$ cat src/rtl/shift_arb_pkg.sv
// rtl/shift_arb_pkg.sv - shared constants and types for the shift arbiter
//
// Purpose: datapath widths, shift-type encodings (reqN_op[2:1]) and the
// response-buffer state enum used by shift_arbiter and shift_core.
package shift_arb_pkg;

  localparam int DATA_W = 32;
  localparam int NUM_W  = 8;

  localparam logic [1:0] SH_LSL = 2'b00;
  localparam logic [1:0] SH_LSR = 2'b01;
  localparam logic [1:0] SH_ASR = 2'b10;
  localparam logic [1:0] SH_ROR = 2'b11;

  typedef enum logic {
    ST_IDLE = 1'b0,   // response buffer empty
    ST_FULL = 1'b1    // response buffer holds a result
  } arb_state_e;

endpackage

$ cat src/rtl/shift_arbiter_core.sv
// rtl/shift_arbiter_core.sv - combinational ARM barrel shifter
//
// Purpose: ARM-style shift of one operand, including the immediate-zero
// special encodings (LSR #32, ASR #32, RRX) and "carry unchanged" cases.
// Ports:
//   data      in  32  operand
//   num       in  8   shift amount
//   op        in  3   [2:1] shift type, [0] 1 = register-specified amount
//   carry_in  in  1   current C (used for pass-through and RRX)
//   result    out 32  shifted operand
//   carry_out out 1   shifter carry-out
module shift_core
  import shift_arb_pkg::*;
(
  input  logic [DATA_W-1:0] data,
  input  logic [NUM_W-1:0]  num,
  input  logic [2:0]        op,
  input  logic              carry_in,
  output logic [DATA_W-1:0] result,
  output logic              carry_out
);

  logic [1:0]        sh_type;
  logic              by_reg;
  logic [5:0]        amt;      // num clamped to 32
  logic [4:0]        rot;
  logic [DATA_W:0]   lsl_w;    // bit 32 = last bit shifted out
  logic [DATA_W:0]   lsr_w;    // bit 0  = last bit shifted out
  logic [DATA_W:0]   asr_w;
  logic [DATA_W-1:0] ror_w;

  always_comb begin
    sh_type = op[2:1];
    by_reg  = op[0];
    amt     = (num > 8'd32) ? 6'd32 : num[5:0];
    rot     = num[4:0];

    // One extra bit below/above the operand captures the carry-out
    // uniformly for amounts 1..32.
    lsl_w = {1'b0, data} << amt;
    lsr_w = {data, 1'b0} >> amt;
    asr_w = $signed({data, 1'b0}) >>> amt;
    ror_w = (data >> rot) | (data << (6'd32 - 6'(rot)));

    result    = data;
    carry_out = carry_in;

    if (num == '0) begin
      // Register amount 0 and immediate LSL #0 keep the default
      // pass-through with carry unchanged.
      if (!by_reg) begin
        case (sh_type)
          SH_LSR: begin
            result    = '0;
            carry_out = data[DATA_W-1];
          end
          SH_ASR: begin
            result    = {DATA_W{data[DATA_W-1]}};
            carry_out = data[DATA_W-1];
          end
          SH_ROR: begin
            result    = {carry_in, data[DATA_W-1:1]};
            carry_out = data[0];
          end
          default: begin
          end
        endcase
      end
    end else begin
      case (sh_type)
        SH_LSL: begin
          if (num > 8'd32) begin
            result    = '0;
            carry_out = 1'b0;
          end else begin
            result    = lsl_w[DATA_W-1:0];
            carry_out = lsl_w[DATA_W];
          end
        end
        SH_LSR: begin
          if (num > 8'd32) begin
            result    = '0;
            carry_out = 1'b0;
          end else begin
            result    = lsr_w[DATA_W:1];
            carry_out = lsr_w[0];
          end
        end
        SH_ASR: begin
          result    = asr_w[DATA_W:1];
          carry_out = asr_w[0];
        end
        default: begin
          // ROR uses num[4:0]; a multiple of 32 leaves data unchanged and
          // the rotated-in top bit is the carry in every case.
          result    = ror_w;
          carry_out = ror_w[DATA_W-1];
        end
      endcase
    end
  end

endmodule

$ cat src/rtl/shift_arbiter.sv
// rtl/shift_arbiter.sv - round-robin sharing of one barrel shifter, C flag owner
//
// Purpose: arbitrates req0 (operand path) and req1 (load/store offset path)
// onto one shift_core, buffers one registered response, owns the C flag.
// Optional macro SHIFT_ARB_STATS_EN adds saturating per-requester grant counters.
// Ports:
//   clk, rst_n                 clock, async active-low reset
//   reqN_valid/ready           request handshake (N = 0,1)
//   reqN_data/num/op/setc      operand, amount, shift op, update-C request
//   rsp_valid/ready            response handshake
//   rsp_id/data/carry          requester index, result, shifter carry
//   cflag                      architectural C flag
//   grant_cnt0/1               accepted-request counters (SHIFT_ARB_STATS_EN)
//   cflag_we/wd                external C flag write
module shift_arbiter
  import shift_arb_pkg::*;
#(
  parameter bit FIRST_PRIO = 1'b0
) (
  input  logic              clk,
  input  logic              rst_n,
  input  logic              req0_valid,
  output logic              req0_ready,
  input  logic [DATA_W-1:0] req0_data,
  input  logic [NUM_W-1:0]  req0_num,
  input  logic [2:0]        req0_op,
  input  logic              req0_setc,
  input  logic              req1_valid,
  output logic              req1_ready,
  input  logic [DATA_W-1:0] req1_data,
  input  logic [NUM_W-1:0]  req1_num,
  input  logic [2:0]        req1_op,
  input  logic              req1_setc,
  output logic              rsp_valid,
  input  logic              rsp_ready,
  output logic              rsp_id,
  output logic [DATA_W-1:0] rsp_data,
  output logic              rsp_carry,
  output logic              cflag,
`ifdef SHIFT_ARB_STATS_EN
  output logic [15:0]       grant_cnt0,
  output logic [15:0]       grant_cnt1,
`endif
  input  logic              cflag_we,
  input  logic              cflag_wd
);

  arb_state_e        state;
  logic              last_gnt;   // requester granted most recently
  logic              rsp_setc;   // buffered response wants to update C

  logic              rsp_hs;
  logic              slot_free;
  logic              gnt0;
  logic              gnt1;
  logic              accept;
  logic              carry_in;
  logic [DATA_W-1:0] sel_data;
  logic [NUM_W-1:0]  sel_num;
  logic [2:0]        sel_op;
  logic              sel_setc;
  logic [DATA_W-1:0] sh_result;
  logic              sh_carry;

  assign rsp_valid = (state == ST_FULL);

  always_comb begin
    rsp_hs    = (state == ST_FULL) && rsp_ready;
    slot_free = (state == ST_IDLE) || rsp_ready;

    // On a tie, req1 wins only if req0 was granted last.
    gnt1 = req1_valid && (!req0_valid || !last_gnt);
    gnt0 = req0_valid && !gnt1;

    req0_ready = slot_free && gnt0;
    req1_ready = slot_free && gnt1;
    accept     = slot_free && (req0_valid || req1_valid);

    sel_data = gnt1 ? req1_data : req0_data;
    sel_num  = gnt1 ? req1_num  : req0_num;
    sel_op   = gnt1 ? req1_op   : req0_op;
    sel_setc = gnt1 ? req1_setc : req0_setc;

    // C-in sees this cycle's C update so a back-to-back request never
    // observes a stale flag; the same value is the next cflag.
    if (cflag_we)
      carry_in = cflag_wd;
    else if (rsp_hs && rsp_setc)
      carry_in = rsp_carry;
    else
      carry_in = cflag;
  end

  shift_core u_core (
    .data      (sel_data),
    .num       (sel_num),
    .op        (sel_op),
    .carry_in  (carry_in),
    .result    (sh_result),
    .carry_out (sh_carry)
  );

  always_ff @(posedge clk or negedge rst_n) begin
    if (!rst_n) begin
      state     <= ST_IDLE;
      last_gnt  <= ~FIRST_PRIO;
      rsp_id    <= 1'b0;
      rsp_data  <= '0;
      rsp_carry <= 1'b0;
      rsp_setc  <= 1'b0;
      cflag     <= 1'b0;
    end else begin
      cflag <= carry_in;
      if (accept) begin
        state     <= ST_FULL;
        last_gnt  <= gnt1;
        rsp_id    <= gnt1;
        rsp_data  <= sh_result;
        rsp_carry <= sh_carry;
        rsp_setc  <= sel_setc;
      end else if (rsp_hs) begin
        state <= ST_IDLE;
      end
    end
  end

`ifdef SHIFT_ARB_STATS_EN
  always_ff @(posedge clk or negedge rst_n) begin
    if (!rst_n) begin
      grant_cnt0 <= '0;
      grant_cnt1 <= '0;
    end else begin
      if (req0_valid && req0_ready && grant_cnt0 != 16'hFFFF)
        grant_cnt0 <= grant_cnt0 + 16'd1;
      if (req1_valid && req1_ready && grant_cnt1 != 16'hFFFF)
        grant_cnt1 <= grant_cnt1 + 16'd1;
    end
  end
`endif

endmodule

$ cat config.mk
export PLATFORM = sky130hd
export DESIGN_NAME = shift_arbiter
export DESIGN_NICKNAME = d
export VERILOG_FILES = /design/src/rtl/shift_arb_pkg.sv /design/src/rtl/shift_arbiter_core.sv /design/src/rtl/shift_arbiter.sv
export SDC_FILE = /design/constraint.sdc
export NUM_CORES = 1
export LEC_CHECK = 0
export BUFFER_PORTS_ARGS = -buffer_cell sky130_fd_sc_hd__buf_2
export CAP_MARGIN = 25
export CELL_PAD_IN_SITES_DETAIL_PLACEMENT = 1
export CELL_PAD_IN_SITES_GLOBAL_PLACEMENT = 2
export CORE_MARGIN = 3
export CORE_UTILIZATION = 33
export DETAILED_ROUTE_END_ITERATION = 8
export PLACE_DENSITY_LB_ADDON = 0.08
export SLEW_MARGIN = 30
export SYNTH_ARGS = -nofsm -noshare
export SYNTH_HDL_FRONTEND = slang
export SYNTH_SLANG_ARGS = --single-unit
$ cat constraint.sdc
create_clock -name clk -period 12.8 [get_ports clk]
set_input_delay 1.28 -clock clk [delete_from_list [all_inputs] [get_ports clk]]
set_output_delay 1.28 -clock clk [all_outputs]
set_load 0.02 [all_outputs]
==> results.py, run 1 <==
metrics = {
    "outcome": {
        "status": "completed",
    },
    "worst_setup_path": {
        "cp_slowest_cell": "a2111oi_0",
        "crit_path_start": "req0_valid",
        "slowest_delay_ns": 0.93,
        "crit_path_start_kind": "input pin",
        "cp.required_ns": 13.02,
        "critPathArrivalTime_ns": 6.96,
        "worstSetupPathType": "in -> reg",
        "crit_chain": "buf_2 > a21bo_4 > mux2_2 > inv_2 > ha_2 > nor3b_4 > a211oi_4 > buf_4 > nor3_4 > buf_4 > mux2_2 > a221oi_1 > a211oi_1 > a2111oi_0 > a211oi_1 > nor3_1",
        "worstSetupEndpointType": "register",
        "crit-reg2reg-launch": "last_gnt$_DFFE_PN1P_",
        "path_max_fanout": 44,
    },
    "logic_synthesis": {
        "synth_top_area_share_pct": 17.5,
        "async_flop_share_pct": 100,
        "synth_flop_cell": "dfrtp_1",
        "synth-edff-count": 0,
        "syn_area_per_cell_um2": 7.00,
        "synth_cells": 1802,
        "syn_area_um2": 12600,
        "synth_seq_cells": 38,
        "yosysTopAreaCell": "mux2i_1",
        "synth_nets": 1902,
        "synth_area_leaders": "mux2i_1, dfrtp_1, nand2_1",
        "ys_seq_area_share_pct": 7.55,
        "synth_warnings": 0,
        "yosys.cell_types.count": 94,
    },
    "sta": {
        "layout_min_cycle_time_ns": 6.74,
        "hold_violations": 0,
        "hold-worst-slack_ns": 0.482,
        "worst_slew_pin_slew_ns": 1.13,
        "setup_viol": 0,
        "rsz0062_at_grt": "false",
        "slew_headroom_pct": 22.7,
        "skew_ns": 0.00741,
        "finalCritPeriodShare_pct": 52.6,
        "max_freq_mhz": 148,
        "setup_tns_ns": 0,
        "drv_slew": 0,
    },
    "power": {
        "peakVddDrop_v": 0.0000490,
        "seqPwrFrac_pct": 12.0,
        "p_comb_share_pct": 78.4,
        "internal-power_mw": 0.548,
        "switchingPower_mw": 0.890,
        "powerDensity_nw_per_um2": 104,
        "p_clk_share_pct": 9.6,
        "power.total_mw": 1.44,
        "leakage_nw": 5.54,
        "switching_share_pct": 61.9,
    },
    "die": {
        "start_util_pct": 34.0,
        "coreArea_um2": 37100,
        "rows": 70,
        "die-width_um": 202,
        "pin_count": 133,
        "die_y_um": 202,
        "dieArea_um2": 40600,
    },
    "clock_network": {
        "clk_pin_slew_worst_paths_ns": 0.07,
        "cts-root-buf": "clkbuf_16",
        "postCtsSetupBuffers": 0,
        "cts_buffer_depth": 2,
        "cts_resized": 0,
        "cts_inserted_buffers": 5,
        "cts.sinks": 38,
        "htreeDepth": 2,
        "clock_latency_ns": 0.31,
        "cts_tree": "built",
        "cts_hold_repair.buffers": 0,
    },
    "routing": {
        "ant_nets": 0,
        "first_pass_iters": 6,
        "avgViaCountPerCell": 7.33,
        "wl_per_cell_um": 39.3,
        "wl_um": 91900,
        "drt_iter0_drc": 2510,
        "num_vias": 17149,
        "route.detailed.drc": 0,
    },
    "layout": {
        "postLayoutCoreUtil_pct": 37.1,
        "multiInputGateArea_um2": 10900,
        "area_growth_pct": 9.28,
        "final_cell_mix": "nand2_1, mux2i_1, a21oi_1, nor2_1, buf_2",
        "fin_nets": 1931,
        "final_cells": 2340,
        "layout-drive-gt1-share_pct": 18.2,
        "seq_area_um2": 952,
        "final_common_cell": "nand2_1",
        "n_fill_cell": 4747,
    },
    "placed_design": {
        "dp_cells": 2327,
        "hpwl_um": 69100,
        "place_congestion": 1.04,
        "io_buffers": 132,
    },
    "global_route": {
        "grt_pass1_wl_um": 128000,
        "use_met3_pct": 11.0,
        "grt.busiest_layer": "met2",
        "met2_usage_pct": 64.2,
        "grt.overflow.total": 0,
        "gr-usage-met1_pct": 54.3,
        "antenna_found_initial": 5,
        "grt_pass1_vias": 16481,
        "grt_usage_pct": 43.1,
        "grt_max_degree": 61,
    },
    "job": {
        "cap_violations": 0,
    },
    "hold_path": {
        "min-delay-start": "rsp_id$_DFFE_PN0P_",
        "worst_hold_path_type": "reg -> reg",
    },
}
synthesized netlist by cell type, types with 6 or more instances:
library cell,instances
mux2_2,53
mux2i_1,220
o21a_1,9
nand4_1,17
a311oi_1,6
a21oi_1,158
dfrtp_1,37
and2_1,9
buf_6,17
nand2b_1,13
buf_4,14
a211o_1,10
nand2_1,223
o21ai_0,126
a31oi_1,40
o221ai_1,14
a2111oi_0,13
o22ai_1,38
o211ai_1,45
a21o_1,9
mux4_2,10
o311ai_0,6
and3_1,9
a22oi_1,23
o2111ai_1,6
a211oi_1,62
nor2_1,158
a2bb2oi_1,10
nor3_1,34
buf_2,73
o41ai_1,9
buf_1,6
nor2b_1,24
nand3_1,44
nor4_1,15
o31ai_1,27
a221oi_1,22
clkbuf_1,66
layer usage:
layer	share of wire [%]	vias up	routed length, um
met3	10	347	9440
met2	42	1180	38500
met4	8.6	4	7930
li1	-	7058	-
met5	0.034	-	31
met1	39	8560	36000
sequential cells by signal (all words and copies together) (netlist names):
name and count:
cflag 1, last_gnt 1, rsp_carry 1, rsp_data 32
rsp_id 1, rsp_setc 1, rsp_valid 1
final timing paths:
| check | cells past startpoint | endpoint | slack (ns) |
|---|---|---|---|
| max in group asynchronous | 2 | rsp_data[17]$_DFFE_PN0P_ | 11.29 |
| min in group asynchronous | 2 | rsp_id$_DFFE_PN0P_ | 1.07 |
| setup / recovery | 16 | rsp_data[2]$_DFFE_PN0P_ | 6.06 |
| setup reg to reg | 15 | rsp_data[2]$_DFFE_PN0P_ | 6.64 |
| hold / removal | 1 | rsp_id$_DFFE_PN0P_ | 0.48 |
| hold reg to reg | 1 | rsp_id$_DFFE_PN0P_ | 0.48 |
critical path, delay by kind of cell:
kind / cells / cell delay (ns)
AND/OR/NAND/NOR: 3 / 0.94
buffers and inverters: 4 / 1.51
AO/OA/AOI/OAI: 6 / 1.90
adder cells (fa/ha/maj): 1 / 0.43
multiplexers: 2 / 0.80
logic make-up (layout without fill, tap and decap cells):
kind of cell	after synthesis	in the layout	synth area share, %
compound gates	710	710	38.1
simple gates	572	572	20.8
mux	289	289	24.7
buf+inv	182	212	7.57
flops	38	38	7.55
xor+xnor	6	6	0.774
fa+ha+maj	5	5	0.496
other cells	0	4	0
stage by stage:
stage                     setup WS [ns]  cell area (um^2)
final                              6.06             13800
after global routing               5.97             13800
after CTS                          6.30             13700
after detailed placement           5.99             13600
after global placement             6.01             13600
after floorplan                    7.62             12600
power groups by stage:
stage          Sequential [mW]  Clock [mW]  Combinational (mW)
6_report                 0.173       0.137                1.13
5_1_grt                  0.174       0.141                1.16
4_1_cts                  0.172       0.137                1.07
3_5_place_dp             0.174           0                1.07
3_3_place_gp             0.174           0                1.07
2_1_floorplan            0.189           0               0.621
area by class of cell:
class	instances	area share, %
Antenna cell	4	0.0726
Inverter	6	0.163
Tap cell	504	4.57
Sequential cell	38	6.91
Clock buffer	6	0.935
Timing Repair Buffer	198	8.53
Multi-Input combinational cell	1582	78.7
Clock inverter	2	0.0726
No activity file was read; power rests on OpenSTA's default activity.
==> run 2, diff against run 1 <==
==> constraint.sdc (replaced) <==
create_clock -name clk -period 6.8 [get_ports clk]
set_input_delay 0.68 -clock clk [delete_from_list [all_inputs] [get_ports clk]]
set_output_delay 0.68 -clock clk [all_outputs]
set_load 0.02 [all_outputs]
==> results.py, run 2 (synthesized netlist as in run 1, its figures left out) <==
metrics = {
    "sta": {
        "finalCritPeriodShare_pct": 85.7,
        "skew_ns": 0.0109,
        "layout_min_cycle_time_ns": 5.83,
        "drv_slew": 0,
        "worst_slew_pin_slew_ns": 1.14,
        "fin_ws_ns": 0.974,
        "max_freq_mhz": 172,
        "slew_headroom_pct": 21.8,
        "setup_viol": 0,
        "rsz0062_at_grt": "false",
        "hold_violations": 0,
        "setup_tns_ns": 0,
    },
    "routing": {
        "num_vias": 17215,
        "avgViaCountPerCell": 7.33,
        "ant_nets": 0,
        "first_pass_iters": 6,
        "drt_iter0_drc": 2480,
        "wl_um": 91600,
        "route.detailed.drc": 0,
        "wl_per_cell_um": 39.0,
    },
    "global_route": {
        "grt_pass1_wl_um": 129000,
        "grt_max_degree": 66,
        "grt_usage_pct": 43.2,
        "antenna_found_initial": 4,
        "grt.overflow.total": 0,
        "grt_pass1_vias": 16716,
    },
    "worst_setup_path": {
        "cp_slowest_cell": "o311ai_0",
        "worstPathBufferInverterCount": 4,
        "slowest_delay_ns": 0.77,
        "crit_chain": "buf_2 > a21boi_4 > buf_4 > buf_4 > mux2_2 > nand2_2 > buf_4 > nand2_1 > o22ai_1 > a21oi_1 > o311ai_0 > a22oi_1",
        "path_max_fanout": 41,
        "critical_path.top_delay_family": "compound AO/OA/AOI/OAI gates",
        "crit_top_cell": "buf_4",
        "worstSetupPathType": "in -> reg",
        "critPathArrivalTime_ns": 5.96,
        "crit_path_start_kind": "input pin",
        "worstSetupEndpointType": "register",
        "cp.required_ns": 6.94,
    },
    "layout": {
        "final_cell_mix": "nand2_1, mux2i_1, a21oi_1, nor2_1, buf_2",
        "area_growth_pct": 10.3,
        "largest_reg_flops": 32,
        "final_common_cell": "nand2_1",
        "multiInputGateArea_um2": 10900,
        "seq_area_um2": 952,
        "layout-drive-gt1-share_pct": 18.5,
        "fin_nets": 1939,
        "n_fill_cell": 4722,
        "top_register": "rsp_data",
    },
    "clock_network": {
        "postCtsSetupBuffers": 0,
        "clock_latency_ns": 0.31,
        "clk_pin_slew_worst_paths_ns": 0.07,
        "htreeDepth": 2,
        "cts_buffer_depth": 2,
        "cts_resized": 0,
        "cts-root-buf": "clkbuf_16",
        "cts_tree": "built",
        "cts_hold_repair.buffers": 0,
        "cts_inserted_buffers": 5,
        "cts.sinks": 38,
    },
    "power": {
        "peakVddDrop_v": 0.0000771,
        "leakage_nw": 5.60,
        "power.total_mw": 2.81,
        "powerDensity_nw_per_um2": 202,
    },
    "die": {
        "rows": 70,
        "die-width_um": 202,
        "die_y_um": 202,
        "dieArea_um2": 40600,
        "pin_count": 133,
        "start_util_pct": 34.0,
        "coreArea_um2": 37100,
    },
    "hold_path": {
        "worst_hold_path_type": "in -> async",
    },
    "outcome": {
        "status": "completed",
    },
    "placed_design": {
        "pre_cts_slack_ns": 0.983,
        "place_congestion": 1.12,
        "io_buffers": 132,
        "hpwl_um": 70500,
    },
    "job": {
        "cap_violations": 0,
    },
}
[run 2: cell type report]
type                       instances  share of cell area (%)
antenna                            5                  0.0899
tap                              504                    4.53
clock buffer                       5                   0.899
clock inverter                     3                   0.494
sequential                        38                    6.84
timing repair buffer             206                    8.99
multi-input combinational       1582                    78.0
inverter                           6                   0.162
[run 2: worst register-to-register path, delay by kind of cell, from the launching register on]
family          cells  cell delay (ns)
buf+inv             3             0.82
fa+ha+maj           1             0.50
mux                 1             0.42
simple gates        3             0.85
compound gates      7             2.39
flops               1             0.59
[run 2: worst paths after layout]
| path | from | end | slack (ns) | cells past startpoint |
|---|---|---|---|---|
| setup / recovery | req1_valid | rsp_data[6]$_DFFE_PN0P_ | 0.97 | 12 |
| hold / removal | rst_n | rsp_id$_DFFE_PN0P_ | 0.46 | 2 |
| setup reg to reg | last_gnt$_DFFE_PN1P_ | rsp_data[9]$_DFFE_PN0P_ | 1.10 | 15 |
| hold reg to reg | rsp_id$_DFFE_PN0P_ | rsp_id$_DFFE_PN0P_ | 0.49 | 1 |
| max in group asynchronous | rst_n | rsp_data[0]$_DFFE_PN0P_ | 5.91 | 2 |
| min in group clk | rsp_id$_DFFE_PN0P_ | rsp_id$_DFFE_PN0P_ | 0.49 | 1 |
[run 2: layer usage]
| layer | part of all wire [%] | track usage (%) |
|---|---|---|
| met5 | 0 | 0 |
| met4 | 8.2 | 27.5 |
| met3 | 10 | 8.77 |
| met2 | 43 | 65.7 |
| met1 | 39 | 55.8 |
[run 2: metrics by stage]
stage          util, %  hold WS, ns  std cells  area (um^2)
6_report          37.5        0.457       2349        13900
5_1_grt           37.4        0.500       2344        13900
4_1_cts           37.4        0.489       2343        13900
3_5_place_dp      36.8        0.472       2335        13700
3_3_place_gp      36.6        0.455       2333        13600
2_1_floorplan        -        0.384       1802        12600
[run 2: power breakdown]
part / switching [mW] / internal (mW)
clock network: 0.128 / 0.212
logic: 1.51 / 0.625
registers: 0.0563 / 0.272
total: 1.70 / 1.11
